===== src/rtl/rv32i_multicycle_ctrl_pkg.sv =====
// Shared encodings for the RV32I multi-cycle controller: opcodes, FSM states, classes, mux selects.
// No logic and no latency; backpressure is not applicable to this package.
// Imported by the controller and by the opcode classifier.
package rv32i_multicycle_ctrl_pkg;

    localparam logic [6:0] OP_R     = 7'b0110011;
    localparam logic [6:0] OP_I     = 7'b0010011;
    localparam logic [6:0] OP_LOAD  = 7'b0000011;
    localparam logic [6:0] OP_STORE = 7'b0100011;
    localparam logic [6:0] OP_BR    = 7'b1100011;
    localparam logic [6:0] OP_JAL   = 7'b1101111;
    localparam logic [6:0] OP_JALR  = 7'b1100111;
    localparam logic [6:0] OP_LUI   = 7'b0110111;
    localparam logic [6:0] OP_AUIPC = 7'b0010111;

    typedef enum logic [2:0] {
        FETCH, DECODE, EXEC, MEM, WB, TRAP
    } state_e;

    typedef enum logic [3:0] {
        CL_R, CL_I, CL_LOAD, CL_STORE, CL_BR,
        CL_JAL, CL_JALR, CL_LUI, CL_AUIPC, CL_ILLEGAL
    } cls_e;

    localparam logic [1:0] ALUOP_ADD  = 2'b00;
    localparam logic [1:0] ALUOP_BR   = 2'b01;
    localparam logic [1:0] ALUOP_R    = 2'b10;
    localparam logic [1:0] ALUOP_I    = 2'b11;

    localparam logic [1:0] PCSEL_PC4  = 2'b00;
    localparam logic [1:0] PCSEL_ALU  = 2'b01;
    localparam logic [1:0] PCSEL_TRAP = 2'b10;

    localparam logic [1:0] WBSEL_ALU  = 2'b00;
    localparam logic [1:0] WBSEL_LOAD = 2'b01;
    localparam logic [1:0] WBSEL_PC4  = 2'b10;
    localparam logic [1:0] WBSEL_IMM  = 2'b11;

endpackage


===== src/rtl/rv32i_opcode_class.sv =====
// Maps the 7-bit major opcode to an instruction class; unknown opcodes map to CL_ILLEGAL.
// Purely combinational, zero latency.
// No backpressure; output follows the input every cycle.
module rv32i_opcode_class
    import rv32i_multicycle_ctrl_pkg::*;
(
    input  logic [6:0] opcode,
    output logic [3:0] cls
);

    always_comb begin
        cls = CL_ILLEGAL;
        case (opcode)
            OP_R:     cls = CL_R;
            OP_I:     cls = CL_I;
            OP_LOAD:  cls = CL_LOAD;
            OP_STORE: cls = CL_STORE;
            OP_BR:    cls = CL_BR;
            OP_JAL:   cls = CL_JAL;
            OP_JALR:  cls = CL_JALR;
            OP_LUI:   cls = CL_LUI;
            OP_AUIPC: cls = CL_AUIPC;
            default:  cls = CL_ILLEGAL;
        endcase
    end

endmodule


===== src/rtl/rv32i_multicycle_ctrl.sv =====
// Multi-cycle RV32I main controller: FETCH/DECODE/EXEC/MEM/WB/TRAP sequencing; PERF_CNT_EN adds cycle/instret counters.
// Zero-wait latency: branch 3 cycles, load 5, all others 4; illegal opcodes trap after DECODE.
// Stalls in FETCH/MEM until imem_ready/dmem_ready; a wait of TIMEOUT cycles traps as a bus error.
module rv32i_multicycle_ctrl
    import rv32i_multicycle_ctrl_pkg::*;
#(
    parameter int TIMEOUT = 255,
    parameter int TCNT_W  = 8
) (
    input  logic        clk,
    input  logic        rst_n,
    input  logic [31:0] instr,
    input  logic        br_taken,
    input  logic        imem_ready,
    input  logic        dmem_ready,
    output logic        imem_req,
    output logic        dmem_req,
    output logic        dmem_we,
    output logic        ir_we,
    output logic        pc_we,
    output logic [1:0]  pc_sel,
    output logic [1:0]  alu_op,
    output logic        alu_src_a,
    output logic        alu_src_b,
    output logic        reg_we,
    output logic [1:0]  wb_sel,
    output logic        illegal_insn,
    output logic        bus_err,
    output logic        instret
`ifdef PERF_CNT_EN
    ,
    output logic [63:0] cycle_cnt,
    output logic [63:0] instret_cnt
`endif
);

    localparam bit                TO_EN = (TIMEOUT != 0);
    localparam logic [TCNT_W-1:0] TLIM  = TCNT_W'((TIMEOUT == 0) ? 0 : TIMEOUT - 1);

    state_e            state, nstate;
    cls_e              cls_q, dec_cls;
    logic [3:0]        dec_cls_raw;
    logic [TCNT_W-1:0] wcnt;
    logic              trap_bus;
    logic              timeout_hit;
    logic              instr_unused;

    assign instr_unused = ^instr[31:7];

    rv32i_opcode_class u_cls (
        .opcode (instr[6:0]),
        .cls    (dec_cls_raw)
    );

    assign dec_cls     = cls_e'(dec_cls_raw);
    assign timeout_hit = TO_EN && (wcnt == TLIM);

    always_ff @(posedge clk) begin
        if (!rst_n) begin
            state    <= FETCH;
            wcnt     <= '0;
            cls_q    <= CL_ILLEGAL;
            trap_bus <= 1'b0;
        end else begin
            state <= nstate;
            if (state == DECODE)
                cls_q <= dec_cls;
            // Only DECODE traps for an illegal opcode; FETCH/MEM traps are timeouts.
            if (nstate == TRAP)
                trap_bus <= (state != DECODE);
            // Only FETCH and MEM can hold their state, so this counts stalled cycles.
            if (nstate != state)
                wcnt <= '0;
            else
                wcnt <= wcnt + TCNT_W'(1);
        end
    end

    always_comb begin
        nstate       = state;
        imem_req     = 1'b0;
        dmem_req     = 1'b0;
        dmem_we      = 1'b0;
        ir_we        = 1'b0;
        pc_we        = 1'b0;
        pc_sel       = PCSEL_PC4;
        alu_op       = ALUOP_ADD;
        alu_src_a    = 1'b0;
        alu_src_b    = 1'b0;
        reg_we       = 1'b0;
        wb_sel       = WBSEL_ALU;
        illegal_insn = 1'b0;
        bus_err      = 1'b0;
        instret      = 1'b0;

        case (state)
            FETCH: begin
                imem_req = 1'b1;
                if (imem_ready) begin
                    ir_we  = 1'b1;
                    nstate = DECODE;
                end else if (timeout_hit) begin
                    nstate = TRAP;
                end
            end
            DECODE: begin
                nstate = (dec_cls == CL_ILLEGAL) ? TRAP : EXEC;
            end
            EXEC: begin
                case (cls_q)
                    CL_R: alu_op = ALUOP_R;
                    CL_I: begin
                        alu_op    = ALUOP_I;
                        alu_src_b = 1'b1;
                    end
                    CL_LOAD, CL_STORE, CL_JALR: alu_src_b = 1'b1;
                    CL_BR: begin
                        alu_op  = ALUOP_BR;
                        pc_we   = 1'b1;
                        pc_sel  = br_taken ? PCSEL_ALU : PCSEL_PC4;
                        instret = 1'b1;
                    end
                    CL_JAL, CL_AUIPC: begin
                        alu_src_a = 1'b1;
                        alu_src_b = 1'b1;
                    end
                    default: ;
                endcase
                if (cls_q == CL_BR)
                    nstate = FETCH;
                else if (cls_q == CL_LOAD || cls_q == CL_STORE)
                    nstate = MEM;
                else
                    nstate = WB;
            end
            MEM: begin
                dmem_req = 1'b1;
                dmem_we  = (cls_q == CL_STORE);
                alu_op   = ALUOP_ADD;
                if (dmem_ready) begin
                    if (cls_q == CL_STORE) begin
                        pc_we   = 1'b1;
                        instret = 1'b1;
                        nstate  = FETCH;
                    end else begin
                        nstate  = WB;
                    end
                end else if (timeout_hit) begin
                    nstate = TRAP;
                end
            end
            WB: begin
                reg_we  = 1'b1;
                pc_we   = 1'b1;
                instret = 1'b1;
                case (cls_q)
                    CL_LOAD: wb_sel = WBSEL_LOAD;
                    CL_JAL, CL_JALR: begin
                        wb_sel = WBSEL_PC4;
                        pc_sel = PCSEL_ALU;
                    end
                    CL_LUI:  wb_sel = WBSEL_IMM;
                    default: ;
                endcase
                nstate = FETCH;
            end
            TRAP: begin
                pc_we        = 1'b1;
                pc_sel       = PCSEL_TRAP;
                illegal_insn = ~trap_bus;
                bus_err      = trap_bus;
                nstate       = FETCH;
            end
            default: nstate = FETCH;
        endcase
    end

`ifdef PERF_CNT_EN
    always_ff @(posedge clk) begin
        if (!rst_n) begin
            cycle_cnt   <= '0;
            instret_cnt <= '0;
        end else begin
            cycle_cnt <= cycle_cnt + 64'd1;
            if (instret)
                instret_cnt <= instret_cnt + 64'd1;
        end
    end
`endif

endmodule

===== config.mk =====
export PLATFORM = sky130hd
export DESIGN_NAME = rv32i_multicycle_ctrl
export DESIGN_NICKNAME = d
export VERILOG_FILES = /design/src/rtl/rv32i_multicycle_ctrl_pkg.sv /design/src/rtl/rv32i_opcode_class.sv /design/src/rtl/rv32i_multicycle_ctrl.sv
export SDC_FILE = /design/constraint.sdc
export NUM_CORES = 1
export LEC_CHECK = 0
export ABC_AREA = 1
export BUFFER_PORTS_ARGS = -buffer_cell sky130_fd_sc_hd__buf_2
export CORE_MARGIN = 2
export CORE_UTILIZATION = 24
export DETAILED_ROUTE_END_ITERATION = 16
export PLACE_DENSITY = 0.45
export SLEW_MARGIN = 20
export SYNTH_ARGS = -nofsm -noshare
export SYNTH_HDL_FRONTEND = slang
export SYNTH_HIERARCHICAL = 1
export SYNTH_SLANG_ARGS = --single-unit

===== constraint.sdc =====
create_clock -name clk -period 2.2 [get_ports clk]
set_clock_uncertainty 0.1 [all_clocks]
set_input_delay 0.11 -clock clk [delete_from_list [all_inputs] [get_ports clk]]
set_output_delay 0.11 -clock clk [all_outputs]
set_load 0.05 [all_outputs]

# After elaboration in Yosys (flattened, before gate mapping)

Cells that the tools add are included.

$add $sub $neg: 1
Eq/ne operators: 27
Multiplexer cells: 34
Bitwise operators: 2
Reductions and logical operators: 8

Operators with widths:

| operator            | number |
|---|---|
| $pmux 4 s9          | 1 |
| $eq 7x6->1 const B  | 3 |
| $eq 7x7->1 const B  | 3 |
| $mux 3              | 7 |
| $mux 1              | 18 |
| $pmux 2 s3          | 3 |
| $eq 4x3->1 const B  | 4 |
| $eq 7x5->1 const B  | 2 |
| $pmux 3 s4          | 1 |
| $eq 3x3->1 const B  | 3 |
| $add 8x1->8 const B | 1 |
| $eq 4x2->1 const B  | 2 |
| $eq 4x4->1 const B  | 2 |
| $eq 8x8->1 const B  | 1 |
| $reduce_or 2->1     | 4 |
| $eq 7x2->1 const B  | 1 |
| $eq 3x2->1 const B  | 2 |
| $pmux 1 s3          | 2 |
| $reduce_or 6->1     | 1 |
| $eq 4x1->1 const B  | 1 |
| $logic_not 4->1     | 1 |
| $mux 2              | 2 |
| $eq 3x1->1 const B  | 1 |
| $logic_not 3->1     | 1 |
| 4 further kinds     | 5 |

Register bits: 16
Output and inout port bits: 17

# Logic depth before layout (Yosys ltp)

Word-level depth: 7
Mapped depth: 17
Mapped depth without buffers: 17

# Modules after synthesis

The synthesis kept the hierarchy.

Modules (own cells, without submodules):

| module                | instances | cells an instance | area each (um^2) |
|---|---|---|---|
| rv32i_multicycle_ctrl | 1         | 164               | 1136.1 |
| rv32i_opcode_class    | 1         | 46                | 188.9 |

# Least setup slack after synthesis

OpenSTA, ideal clock, no wires.

Kind: reg2out
From: reg state[1]
To: out pc_sel[0]
Arrival: 2.606 ns
Slack: -0.616 ns
Cell stages (with the launch flop): 6
Buffers on the path: 0
Path through: dfxtp_1 inv_1 nand2_1 nor2_1 inv_1 o21ai_0

Word-level cells in the longest chain between the ends: 2

Ends and longest elaborated chain:

| element                                         | RTL line                    | text |
|---|---|---|
| start, declared                                 | rv32i_multicycle_ctrl.sv:40 | `state_e state, nstate;` |
| start signal, assigned                          | rv32i_multicycle_ctrl.sv:65 | `state <= nstate;` |
| $eq 3x3->1 / $eq 3x2->1 (equally long branches) | rv32i_multicycle_ctrl.sv:96 | `case (state)` |
| $pmux 2 s3 *                                    | rv32i_multicycle_ctrl.sv:96 |  |
| end, declared                                   | rv32i_multicycle_ctrl.sv:21 | `output logic [1:0] pc_sel,` |

Every way passes the cells marked *; elsewhere a longest branch is shown, timed or not.

# Final worst setup path

From: reg cls_q[2]
To: out pc_sel[0]

Word-level cells in the longest chain between the ends: 4

Ends and longest elaborated chain:

| element                | RTL line                     | text |
|---|---|---|
| start, declared        | rv32i_multicycle_ctrl.sv:41  | `cls_e cls_q, dec_cls;` |
| start signal, assigned | rv32i_multicycle_ctrl.sv:67  | `cls_q <= dec_cls;` |
| $eq 4x3->1             | rv32i_multicycle_ctrl.sv:156 | `case (cls_q)` |
| $reduce_or 2->1        | rv32i_multicycle_ctrl.sv:156 |  |
| $mux 1                 | rv32i_multicycle_ctrl.sv:156 |  |
| $pmux 2 s3 *           | rv32i_multicycle_ctrl.sv:96  |  |

Marked as above.

==> impl_metrics.py <==
metrics = {
    "outcome": {
        "outcome": "complete, no violations",
    },
    "global_routing": {
        "antenna_found_initial": 0,
        "grt_start_max_net_pins": 10,
        "grt.total_usage_pct": 10.87,
        "grt_pass1_wl_um": 5478,
        "grt_overflow": 0,
        "grt_pass1_vias": 1214,
    },
    "synth": {
        "seq_area_frac_synth_pct": 24.17,
        "syn_nets": 249,
        "synth_cell_types": 23,
        "synth_area_um2": 1325,
        "syn_inst": 210,
        "ys_ff_latch": 16,
        "ys_warn_count": 6,
        "syn_area_per_cell_um2": 6.310,
    },
    "worst_setup_path": {
        "crit_chain": "inv_1 > nor2_1 > nand2_1 > nor2_1 > nand2_1 > o21ai_1 > buf_2",
        "cp.arrival_ns": 1.60,
        "slowest_delay_ns": 0.34,
        "regToRegSetupSlack_ns": 0.55,
        "rr_startpoint": "wcnt[0]",
        "crit_fanout": 4,
        "cp.required_ns": 1.99,
        "worst_path_max_delay_cell": "dfxtp_1",
        "critPathKind": "reg2out",
        "worstReg2RegEnd": "wcnt[5]",
        "startpoint_type": "register",
        "cp-end-kind": "primary output",
        "r2r_cells": 11,
    },
    "route": {
        "wirelength_um": 3077,
        "dr.pass1.iters": 4,
        "wl_per_cell_um": 9.768,
        "vias": 1334,
        "drcViolationCount": 0,
        "viasPerCell": 4.235,
        "postRouteAntennaNets": 0,
        "drt_iter0_drc": 47,
    },
    "cells_and_area": {
        "design_area_um2": 1634,
        "final_nets": 283,
        "fill_cells": 618,
        "area_delta_synth_final_pct": 23.32,
        "drive_gt1_share_pct": 27.57,
        "diodes": 0,
        "final_common_cell": "nand2_1",
        "layout_common_cells": "50 x nand2_1, 32 x inv_1, 32 x nor2_1, 28 x buf_2, 18 x nand3_1",
    },
    "power": {
        "p_per_area_nw_per_um2": 622.0,
        "p_leak_nw": 0.7538,
        "ir_worst_vdd_v": 0.0001939,
        "netSwitchingFraction_pct": 42.25,
        "switching_power_mw": 0.4294,
        "clkPwrFrac_pct": 26.9,
        "seqPwrFrac_pct": 35.1,
        "power_mw": 1.016,
        "p_int_mw": 0.5870,
        "pwr-share-comb_pct": 38.1,
    },
    "die": {
        "fp-row-count": 27,
        "die_w_um": 78.30,
        "start_util_pct": 24.51,
        "ios": 54,
        "core_area_um2": 5405,
        "dieHeight_um": 78.30,
        "die_area_um2": 6131,
    },
    "timing": {
        "final-setup-viol-count": 0,
        "timing.final.ws_setup_ns": 0.3948,
        "drv_slew": 0,
        "period_share_pct": 82.05,
        "report.final.hold_viol_count": 0,
        "relSlewSlack_pct": 77.47,
        "fmax_mhz": 554.0,
        "worst_slew_pin_slew_ns": 0.3375,
        "rsz0062_at_grt": "false",
        "fin_crit_ns": 1.805,
    },
    "hold_path": {
        "holdPathStages": 4,
        "hold_start": "dmem_ready",
        "hold_class": "in2reg",
        "min_to": "state[1]",
    },
    "placement": {
        "dpl_worst_slack_ns": 0.2832,
        "dp_hpwl_um": 2514,
        "place_congestion": 0.7824,
        "placed_area_um2": 1569,
        "numPortBuffers": 28,
    },
    "clock_tree": {
        "cts-root-buf": "clkbuf_8",
        "post_cts_resized": 0,
        "cts_sinks": 16,
        "cts.path.max_buffers": 2,
        "cts_tree": "built",
        "htreeDepth": 1,
        "path_clk_slew_ns": 0.07,
        "cts_made_buffers": 3,
        "clock_latency_ns": 0.26,
    },
    "flow_run": {
        "max_cap_violations": 0,
    },
}
[routing by layer]
layer  global-route usage [%]  part of all wire, %  up-vias
met5                        0                    0        -
met4                    4.737                  1.9        0
met3                    1.724                  5.7        5
met2                    16.64                   41       36
met1                    15.05                   51      571
li1                         -                    -      722
[kinds of logic (layout without fill, tap and decap cells)]
logic type      count (synthesis)  count (layout)  share of synthesized area (%)
compound gates                 18              18                          7.366
buf+inv                        35              68                          9.915
flops                          16              16                          24.17
xor+xnor                        6               6                          3.966
simple gates                  133             133                          52.69
fa+ha+maj                       2               2                          1.888
[cells in the mapped netlist, drive strengths merged]
cell	n	area share, %
dfxtp	16	24
nor2	40	14
inv	35	9.9
xor2	4	2.6
o211ai	1	0.57
nand4	1	0.47
o21ai	6	2.3
a21oi	10	4.1
a31oi	1	0.47
ha	2	1.9
xnor2	2	1.3
nor3	12	7.6
nand2	55	17
nand3	25	14
[registers in the layout, indices dropped and copies added (netlist names)]
name      flops
wcnt          8
trap_bus      1
state         3
cls_q         4
[worst max path at each step]
stage	start	to	slack [ns]	depth (start not counted)
finish	cls_q[2]	pc_sel[0]	0.39	7
global route	cls_q[2]	pc_sel[0]	0.21	7
CTS	cls_q[2]	pc_sel[0]	0.40	7
detailed placement	instr[1]	wcnt[5]	0.28	15
global placement	instr[1]	wcnt[0]	0.29	15
floorplan	state[1]	pc_sel[0]	-0.27	5
[through the flow]
stage                     util [%]  TNS [ns]  std cells  hold slack (ns)
after floorplan                  -   -0.4588        210          0.09410
after global placement       29.03         0        310           0.2445
after detailed placement     29.03         0        310           0.2502
after CTS                    30.23         0        315           0.1380
after global routing         30.23         0        315           0.1875
final                        30.23         0        315           0.1371
[repair_timing]
item,4_1_cts,5_1_grt
hold endpoints to repair,1,0
setup buffers,0,0
hold buffers,1,0
[critical path, delay by kind of cell (launching register included)]
family / cells / cell delay [ns]
simple gates: 4 / 0.58
buf+inv: 2 / 0.34
flops: 1 / 0.34
compound gates: 1 / 0.07
[area by class of cell]
type                    count  area [um^2]  area share, %
clock buffers               4        55.05          3.369
inverters                  35        131.4          8.040
multi-input cells         159        887.1          54.29
flip-flops and latches     16        320.3          19.60
well taps                  72        90.09          5.513
repair buffers             29        150.1          9.188
[power groups by stage]
| stage | logic (mW) | registers, mW | clock network (mW) |
|---|---|---|---|
| after global routing | 0.434 | 0.363 | 0.288 |
| after CTS | 0.393 | 0.356 | 0.280 |
| final | 0.387 | 0.356 | 0.273 |
| after floorplan | 0.309 | 0.355 | 0 |
| after detailed placement | 0.390 | 0.363 | 0 |
| after global placement | 0.391 | 0.363 | 0 |
(Power assumes the default switching activity.)
